File: src/rtl/seg7_display_arbiter_pkg.sv
// Shared definitions for the 7-segment display arbiter: FSM states, operator
// codes, requester indices and small index helpers.
package seg7_display_arbiter_pkg;

    typedef enum logic [1:0] {
        ST_IDLE = 2'd0,
        ST_SHOW = 2'd1,
        ST_GAP  = 2'd2
    } state_t;

    localparam logic [2:0] OP_T = 3'd0;
    localparam logic [2:0] OP_A = 3'd1;
    localparam logic [2:0] OP_B = 3'd2;
    localparam logic [2:0] OP_C = 3'd3;

    localparam logic [1:0] REQ_ERR    = 2'd0;
    localparam logic [1:0] REQ_OP     = 2'd1;
    localparam logic [1:0] REQ_RESULT = 2'd2;

    function automatic logic [1:0] onehot_to_idx(input logic [2:0] onehot);
        logic [1:0] idx;
        case (onehot)
            3'b010:  idx = 2'd1;
            3'b100:  idx = 2'd2;
            default: idx = 2'd0;
        endcase
        return idx;
    endfunction

    // Round-robin pointer: the requester after the last winner is checked first.
    function automatic logic [1:0] next_ptr(input logic [1:0] winner);
        logic [1:0] ptr;
        case (winner)
            2'd0:    ptr = 2'd1;
            2'd1:    ptr = 2'd2;
            default: ptr = 2'd0;
        endcase
        return ptr;
    endfunction

endpackage

File: src/rtl/seg7_display_arbiter_rr_pick3.sv
// Combinational 3-way round-robin picker: first active request at or after ptr.
module rr_pick3 (
    input  logic [2:0] req,
    input  logic [1:0] ptr,
    output logic [2:0] grant
);

    // Priority search rotated by the pointer.
    always_comb begin
        grant = 3'b000;
        case (ptr)
            2'd1: begin
                if (req[1])      grant = 3'b010;
                else if (req[2]) grant = 3'b100;
                else if (req[0]) grant = 3'b001;
                else             grant = 3'b000;
            end
            2'd2: begin
                if (req[2])      grant = 3'b100;
                else if (req[0]) grant = 3'b001;
                else if (req[1]) grant = 3'b010;
                else             grant = 3'b000;
            end
            default: begin
                if (req[0])      grant = 3'b001;
                else if (req[1]) grant = 3'b010;
                else if (req[2]) grant = 3'b100;
                else             grant = 3'b000;
            end
        endcase
    end

endmodule

File: src/rtl/seg7_display_arbiter.sv
// Shares one 7-segment driver between three requesters: round-robin grant,
// fixed display window with optional blink, forced blank gap between windows.
module seg7_display_arbiter
    import seg7_display_arbiter_pkg::*;
#(
    parameter int HOLD_CYCLES = 100_000_000,
    parameter int GAP_CYCLES  = 1_000,
    parameter int BLINK_HALF  = 25_000_000,
    parameter int CNT_W       = 27
) (
    input  logic        clk,
    input  logic        rst,
    input  logic        i_clear,
    input  logic [2:0]  i_req,
    input  logic [2:0]  i_mode,
    input  logic [8:0]  i_op_code,
    input  logic [11:0] i_digit,
    input  logic [2:0]  i_blink,
    output logic [2:0]  o_grant,
    output logic [2:0]  o_done,
    output logic        o_busy,
    output logic        o_en,
    output logic        o_disp_mode,
    output logic [2:0]  o_op_code,
    output logic [3:0]  o_digit_val
);

    localparam logic [CNT_W-1:0] HOLD_LAST  = CNT_W'(HOLD_CYCLES - 1);
    localparam logic [CNT_W-1:0] GAP_LAST   = CNT_W'(GAP_CYCLES - 1);
    localparam logic [CNT_W-1:0] BLINK_LAST = CNT_W'(BLINK_HALF - 1);

    state_t           state_r, state_s;
    logic [CNT_W-1:0] cnt_r, cnt_s;
    logic [CNT_W-1:0] blink_cnt_r, blink_cnt_s;
    logic             phase_r, phase_s;
    logic             blink_en_r, blink_en_s;
    logic [1:0]       ptr_r, ptr_s;
    logic [2:0]       grant_r, grant_s;
    logic [2:0]       done_r, done_s;
    logic             busy_r, busy_s;
    logic             en_r, en_s;
    logic             mode_r, mode_s;
    logic [2:0]       op_r, op_s;
    logic [3:0]       digit_r, digit_s;

    logic [2:0]       pick_s;
    logic [1:0]       pick_idx_s;
    logic             go_gap_s;

    rr_pick3 u_pick (
        .req   (i_req),
        .ptr   (ptr_r),
        .grant (pick_s)
    );

    assign pick_idx_s = onehot_to_idx(pick_s);

    // Next-state, counter, payload and output computation.
    always_comb begin
        state_s     = state_r;
        cnt_s       = cnt_r;
        blink_cnt_s = blink_cnt_r;
        phase_s     = phase_r;
        blink_en_s  = blink_en_r;
        ptr_s       = ptr_r;
        grant_s     = grant_r;
        done_s      = 3'b000;
        busy_s      = busy_r;
        en_s        = en_r;
        mode_s      = mode_r;
        op_s        = op_r;
        digit_s     = digit_r;
        go_gap_s    = 1'b0;

        case (state_r)
            ST_IDLE: begin
                if (i_clear) begin
                    grant_s = 3'b000;
                    en_s    = 1'b0;
                end else if (|i_req) begin
                    state_s     = ST_SHOW;
                    ptr_s       = next_ptr(pick_idx_s);
                    grant_s     = pick_s;
                    en_s        = 1'b1;
                    busy_s      = 1'b1;
                    cnt_s       = '0;
                    blink_cnt_s = '0;
                    phase_s     = 1'b1;
                    for (int k = 0; k < 3; k++) begin
                        if (pick_s[k]) begin
                            mode_s     = i_mode[k];
                            op_s       = i_op_code[3*k +: 3];
                            digit_s    = i_digit[4*k +: 4];
                            blink_en_s = i_blink[k];
                        end else begin
                            mode_s     = mode_s;
                        end
                    end
                end else begin
                    state_s = ST_IDLE;
                end
            end
            ST_SHOW: begin
                // Clear and withdrawal both abort silently; completion pulses done.
                if (i_clear || !(|(i_req & grant_r))) begin
                    go_gap_s = 1'b1;
                end else if (cnt_r == HOLD_LAST) begin
                    go_gap_s = 1'b1;
                    done_s   = grant_r;
                end else begin
                    cnt_s = cnt_r + CNT_W'(1);
                    if (blink_cnt_r == BLINK_LAST) begin
                        blink_cnt_s = '0;
                        phase_s     = ~phase_r;
                    end else begin
                        blink_cnt_s = blink_cnt_r + CNT_W'(1);
                    end
                    en_s = blink_en_r ? phase_s : 1'b1;
                end
            end
            ST_GAP: begin
                if (i_clear) begin
                    cnt_s = '0;
                end else if (cnt_r == GAP_LAST) begin
                    state_s = ST_IDLE;
                    busy_s  = 1'b0;
                    cnt_s   = '0;
                end else begin
                    cnt_s = cnt_r + CNT_W'(1);
                end
            end
            default: begin
                state_s = ST_IDLE;
                grant_s = 3'b000;
                busy_s  = 1'b0;
                en_s    = 1'b0;
                mode_s  = 1'b0;
                op_s    = 3'b000;
                digit_s = 4'b0000;
                cnt_s   = '0;
            end
        endcase

        if (go_gap_s) begin
            state_s     = ST_GAP;
            grant_s     = 3'b000;
            en_s        = 1'b0;
            busy_s      = 1'b1;
            mode_s      = 1'b0;
            op_s        = 3'b000;
            digit_s     = 4'b0000;
            cnt_s       = '0;
            blink_cnt_s = '0;
        end else begin
            blink_cnt_s = blink_cnt_s;
        end
    end

    // State, counter, payload and output registers.
    always_ff @(posedge clk or posedge rst) begin
        if (rst) begin
            state_r     <= ST_IDLE;
            cnt_r       <= '0;
            blink_cnt_r <= '0;
            phase_r     <= 1'b0;
            blink_en_r  <= 1'b0;
            ptr_r       <= 2'd0;
            grant_r     <= 3'b000;
            done_r      <= 3'b000;
            busy_r      <= 1'b0;
            en_r        <= 1'b0;
            mode_r      <= 1'b0;
            op_r        <= 3'b000;
            digit_r     <= 4'b0000;
        end else begin
            state_r     <= state_s;
            cnt_r       <= cnt_s;
            blink_cnt_r <= blink_cnt_s;
            phase_r     <= phase_s;
            blink_en_r  <= blink_en_s;
            ptr_r       <= ptr_s;
            grant_r     <= grant_s;
            done_r      <= done_s;
            busy_r      <= busy_s;
            en_r        <= en_s;
            mode_r      <= mode_s;
            op_r        <= op_s;
            digit_r     <= digit_s;
        end
    end

    assign o_grant     = grant_r;
    assign o_done      = done_r;
    assign o_busy      = busy_r;
    assign o_en        = en_r;
    assign o_disp_mode = mode_r;
    assign o_op_code   = op_r;
    assign o_digit_val = digit_r;

endmodule

File: config.mk
export PLATFORM = sky130hd
export DESIGN_NAME = seg7_display_arbiter
export DESIGN_NICKNAME = d
export VERILOG_FILES = /design/src/rtl/seg7_display_arbiter_pkg.sv /design/src/rtl/seg7_display_arbiter_rr_pick3.sv /design/src/rtl/seg7_display_arbiter.sv
export SDC_FILE = /design/constraint.sdc
export NUM_CORES = 1
export LEC_CHECK = 0
export ABC_AREA = 1
export BUFFER_PORTS_ARGS = -buffer_cell sky130_fd_sc_hd__buf_2
export CORE_UTILIZATION = 30
export CTS_CLUSTER_SIZE = 28
export DETAILED_ROUTE_END_ITERATION = 10
export PLACE_DENSITY_LB_ADDON = 0.15
export SYNTH_ARGS = -nofsm -noshare
export SYNTH_HDL_FRONTEND = slang
export SYNTH_SLANG_ARGS = --single-unit
export TNS_END_PERCENT = 1
File: constraint.sdc
create_clock -name clk -period 3.4 [get_ports clk]
set_input_delay 0.34 -clock clk [delete_from_list [all_inputs] [get_ports clk]]
set_output_delay 0.34 -clock clk [all_outputs]
set_load 0.02 [all_outputs]
Word level (Yosys, flattened, before mapping):

Cells that the tools add are included.

* reductions and logical operators: 20
* equal/unequal tests: 25
* mux-type cells: 81
* $add $sub $neg: 2
* bitwise operators: 3

Operator list (number)
* 27-bit 2-to-1 mux: 11
* 27-bit one-hot mux with 3 select lines: 1
* 3-bit 2-to-1 mux: 19
* 27-bit by 1-bit adder with 27-bit output (second input constant): 2
* 27-bit one-hot mux with 2 select lines: 1
* 27-bit by 10-bit == test with 1-bit output (second input constant): 1
* 27-bit by 25-bit == test with 1-bit output (second input constant): 1
* 27-bit == test (second input constant): 1
* 1-bit 2-to-1 mux: 27
* 4-bit 2-to-1 mux: 6
* 4-bit AND reduction: 5
* 3-bit != test (second input constant): 6
* 3-bit one-hot mux with 2 select lines: 3
* 5-bit AND reduction: 3
* 2-bit != test (second input constant): 6
* 2-bit 2-to-1 mux: 5
* 2-bit one-hot mux with 2 select lines: 2
* 4-bit one-hot mux with 2 select lines: 1
* 2-bit by 1-bit == test with 1-bit output (second input constant): 3
* 1-bit one-hot mux with 3 select lines: 2
* 2-bit one-hot mux with 3 select lines: 1
* 3-bit nonzero test: 2
* 3-bit OR reduction: 2
* 5-bit != test (second input constant): 1
* other kinds (15): 19

* bits of input ports: 33
* bits in registers: 76
* output and inout bits: 16

Longest topological paths before layout:

* word-level depth: 11
* mapped depth: 15
* mapped depth without buffers: 14

Hierarchy:

A second synthesis with hierarchy kept.

* cells, all modules: 889
* area total of the unflattened synthesis: 5733.0 um2

By module, submodules not included
* seg7_display_arbiter: instances 1, cells an instance 861, area each 5586.6 um2
* rr_pick3: instances 1, cells an instance 28, area each 146.4 um2

Least setup slack after synthesis:

No wires, ideal clock.

* path type: reg2reg
* start: reg ptr_r[0]
* end: reg digit_r[0] (netlist: o_digit_val[0])
* required time: 3.335 ns
* path slack: 1.511 ns
* clock period less this slack: 1.889 ns
* stages on the path, launching flop included: 15
* setup time: 0.065 ns
* arrival: 1.824 ns
* cell sequence: dfrtp_1 -> inv_1 -> ha_1 -> nor2_1 -> nor2_1 -> nand2_1 -> nand2_1 -> nand2_1 -> clkbuf_1 -> nand2_1 -> nor2_2 -> nor2_8 -> nand2_4 -> nand2_1 -> nand2_1

* cells in the longest elaborated chain, start to end: 8

Ends and longest elaborated chain
* start: declaration: line seg7_display_arbiter.sv:37 `logic [1:0] ptr_r, ptr_s;`
* start signal: assignment: line seg7_display_arbiter.sv:181 `ptr_r <= ptr_s;`
* 2-bit == test or 2-bit by 1-bit == test with 1-bit output (tied branches): line seg7_display_arbiter_rr_pick3.sv:11 `case (ptr)`
* 3-bit one-hot mux with 2 select lines *: line seg7_display_arbiter_rr_pick3.sv:11
* 4-bit 2-to-1 mux (2 in a row): line seg7_display_arbiter.sv:90 `if (pick_s[k]) begin`
* 4-bit 2-to-1 mux: line seg7_display_arbiter.sv:80 `end else if (|i_req) begin`
* 4-bit 2-to-1 mux: line seg7_display_arbiter.sv:77 `if (i_clear) begin`
* 4-bit one-hot mux with 2 select lines: line seg7_display_arbiter.sv:75 `case (state_r)`
* 4-bit 2-to-1 mux: line seg7_display_arbiter.sv:144 `if (go_gap_s) begin`
* end signal: assignment: line seg7_display_arbiter.sv:188 `digit_r <= digit_s;`
* end: declaration: line seg7_display_arbiter.sv:44 `logic [3:0] digit_r, digit_s;`

Every way passes the cells marked *; elsewhere a longest branch is shown, timed or not. The select of a mux whose other input is x is not followed.
A chain may end at the register's enable or synchronous reset.

Worst setup path after layout:

* start: reg blink_cnt_r[0]
* end: reg en_r (netlist: o_en)

* cells in the longest elaborated chain, start to end: 7

Ends and longest elaborated chain
* start: declaration: line seg7_display_arbiter.sv:34 `logic [CNT_W-1:0] blink_cnt_r, blink_cnt_s;`
* start signal: assignment: line seg7_display_arbiter.sv:178 `blink_cnt_r <= blink_cnt_s;`
* 27-bit by 25-bit == test with 1-bit output: line seg7_display_arbiter.sv:112 `if (blink_cnt_r == BLINK_LAST) begin`
* 1-bit 2-to-1 mux: line seg7_display_arbiter.sv:112
* 1-bit 2-to-1 mux: line seg7_display_arbiter.sv:118 `en_s = blink_en_r ? phase_s : 1'b1;`
* 1-bit 2-to-1 mux: line seg7_display_arbiter.sv:107 `end else if (cnt_r == HOLD_LAST) begin`
* 1-bit 2-to-1 mux: line seg7_display_arbiter.sv:105 `if (i_clear || !(|(i_req & grant_r))) begin`
* 1-bit one-hot mux with 3 select lines: line seg7_display_arbiter.sv:75
* 1-bit 2-to-1 mux: line seg7_display_arbiter.sv:144
* end signal: assignment: line seg7_display_arbiter.sv:185 `en_r <= en_s;`
* end: declaration: line seg7_display_arbiter.sv:41 `logic en_r, en_s;`

Every way passes these cells. The select of a mux whose other input is x is not followed.

==> impl_metrics.json <==
{
  "reg2reg_depth": 12,
  "die_w_um": 143,
  "port_buffers": 48,
  "dpl_worst_slack_ps": 934,
  "start_util_pct": 30.6,
  "rr_endpoint": "o_en$_DFFE_PP0P_",
  "outcome": "finished clean",
  "core_um2": 19400,
  "grt_overflow": 0,
  "register_area_um2": 1900,
  "max_freq_mhz": 399,
  "synthDistinctLibCells": 34,
  "num_antenna_cells": 0,
  "finalClockSkew_ps": 8.23,
  "dr.pass1.iters": 5,
  "p_per_area_nw_per_um2": 585,
  "nets": 1036,
  "ctsHtreeMaxLevel": 3,
  "grtUsageTotal_pct": 18.6,
  "grt_max_degree": 55,
  "cts.clk_slew.worst_paths_ps": 60,
  "cts-root-buf": "clkbuf_16",
  "finalCriticalPeriod_ps": 2510,
  "seq_area_frac_synth_pct": 32.0,
  "route.detailed.drc": 0,
  "clock_path_buffers": 2,
  "setup_ws_ps": 895,
  "slew_violations": 0,
  "tritoncts": "built",
  "p_int_mw": 2.06,
  "critPathArrivalTime_ps": 2760,
  "grt_setup_unrepaired": "false",
  "power_mw": 3.92,
  "finalCritPeriodShare_pct": 73.7,
  "yosysWarnings": 0,
  "drt_wl_total_um": 18000,
  "ir_drop_uv": 308,
  "wl_per_cell_um": 14.2,
  "p_leak_nw": 3.11,
  "clock_latency_ps": 350,
  "p_seq_share_pct": 27.5,
  "drt_iter0_drc": 443,
  "multi_input_area_um2": 3520,
  "max_slew.worst_pin.slew_ps": 639,
  "cp.required_ps": 3650,
  "finalSetupTns_ps": 0,
  "drive_above_1_share_pct": 10.8,
  "pwr-share-clk_pct": 25.3,
  "p_comb_share_pct": 47.3,
  "areaGrowthSynthToFinish_pct": 13.0,
  "first_global_vias": 5543,
  "synth.cell_area_um2": 5940,
  "io_pins": 49,
  "worst_setup_path_start_kind": "flop",
  "cap_violations": 0,
  "gp_congestion": 0.942,
  "wl_met1_um": 9380,
  "ant_nets": 0,
  "synth_seq_cells": 76,
  "avgViaCountPerCell": 4.83,
  "hold_start": "i_blink[0]",
  "final_cell_mix": "nand2_1 (337), nor2_1 (133), nand3_1 (108)",
  "row_count": 51,
  "finalSetupViolCount": 0,
  "num-fill-cells": 2221,
  "synth_cells": 958,
  "syn-num-nets": 1000,
  "p_sw_share_pct": 47.4,
  "wl_met2_um": 7730,
  "die_area_um2": 20400,
  "p_switching_mw": 1.86,
  "dp_hpwl_um": 13300,
  "wl_met3_um": 681,
  "r2r_setup_slack_ps": 890,
  "final_core_util_pct": 34.6,
  "clkSinkCount": 76,
  "path_class": "flop to flop",
  "cts_setup_buffers": 0,
  "hold_end": "blink_en_r$_DFFE_PP0P_",
  "cp_max_fo": 14,
  "routed-via-count": 6099,
  "routed.top_layer": "met4",
  "layout.cells.most_common": "nand2_1",
  "rr_startpoint": "blink_cnt_r[0]$_DFFE_PP0P_",
  "grt_first_pass_wirelength_um": 29500,
  "crit_path_end_kind": "flop",
  "die_h_um": 143,
  "grt_antenna_before_repair": 0,
  "avgSynthCellArea_um2": 6.20,
  "hold_depth": 4,
  "final_hold_viol_count": 0,
  "hold_class": "primary input to flop",
  "cts_buffers": 9,
  "slew-limit-headroom_pct": 57.1
}
power by group through the flow:
stage          clock network [mW]  registers, mW  logic, mW
5_1_grt                      1.05           1.09       2.09
4_1_cts                      1.02           1.08       1.89
3_3_place_gp                    0           1.10       1.88
6_report                    0.991           1.08       1.85
2_1_floorplan                   0           1.15       1.37
3_5_place_dp                    0           1.09       1.88
cell usage after synthesis, drive strengths merged:
| library cell | instances | area share, % |
|---|---|---|
| nand2 | 341 | 22 |
| nor2 | 138 | 9.3 |
| nand3 | 110 | 9.6 |
| inv | 88 | 5.6 |
| dfrtp | 76 | 32 |
| nand4 | 56 | 5.9 |
| o21ai | 52 | 4.4 |
| buf | 20 | 2.2 |
| clkbuf | 15 | 0.95 |
| or2 | 15 | 1.6 |
| xor2 | 10 | 1.5 |
| a21oi | 9 | 0.76 |
| ha | 9 | 1.9 |
| nor3 | 8 | 0.67 |
| o21bai | 3 | 0.38 |
| xnor2 | 2 | 0.30 |
| a211oi | 1 | 0.13 |
| a21o | 1 | 0.13 |
| a31o | 1 | 0.15 |
| nor3b | 1 | 0.13 |
| o2111ai | 1 | 0.44 |
| o211ai | 1 | 0.13 |
timing repair:
action / in CTS / in global routing
hold endpoints to repair: 18 / 0
resized for setup: 0 / 0
hold buffers: 1 / 0
critical path, cell delays in order (launching register included):
cell	delay, ps
dfrtp_1	470
ha_1	320
nand3_1	170
inv_1	150
nand2_1	70
nor2_1	280
nand2_1	440
nand2_1	210
nand3_1	90
nand2_1	60
nand3_1	60
nand2_1	60
inv_1	30
sequential cells by signal, indices dropped and copies added (netlist names):
signal / cells
cnt_r: 27
ptr_r: 2
o_done: 3
o_grant: 3
phase_r: 1
blink_en_r: 1
o_op_code: 3
o_busy: 1
o_digit_val: 4
o_en: 1
state_r: 2
blink_cnt_r: 27
o_disp_mode: 1
metrics by stage:
step                std cells  instance area [um^2]  hold WS (ps)
floorplan                 958                  5940           454
global placement         1247                  6410           320
detailed placement       1247                  6410           319
CTS                      1263                  6710           384
global route             1263                  6710           424
finish                   1263                  6710           392
how the worst max path moves through the flow:
stage	startpoint	to	slack, ps	cells after the start
after floorplan	rst	blink_cnt_r[0]$_DFFE_PP0P_	1120	1
after global placement	blink_cnt_r[0]$_DFFE_PP0P_	o_en$_DFFE_PP0P_	990	12
after detailed placement	blink_cnt_r[0]$_DFFE_PP0P_	o_en$_DFFE_PP0P_	930	12
after CTS	blink_cnt_r[0]$_DFFE_PP0P_	o_en$_DFFE_PP0P_	910	12
after global routing	blink_cnt_r[0]$_DFFE_PP0P_	o_en$_DFFE_PP0P_	570	12
final	blink_cnt_r[0]$_DFFE_PP0P_	o_en$_DFFE_PP0P_	890	12
logic make-up after synthesis:
| kind of cell | Yosys count | synth area share [%] |
|---|---|---|
| and+or+nand+nor | 669 | 49.1 |
| buffers and inverters | 123 | 8.72 |
| adders and majority gates | 9 | 1.90 |
| DFF | 76 | 32.0 |
| xor gates and xnor gates | 12 | 1.77 |
| AOI/OAI and AO/OA | 69 | 6.49 |
metal layers:
layer	global-route usage, %	up-vias
li1	-	3172
met1	27.3	2789
met2	27.8	126
met3	2.85	12
met4	5.38	0
met5	0	-
area by class of cell:
type	instances	share of cell area (%)
well taps	265	4.94
multi-input cells	759	52.5
clock buffers	10	3.41
flip-flops and latches	76	28.4
repair buffers	60	4.96
inverters	88	4.94
clock inverters	5	0.914
(Power assumes the default switching activity.)
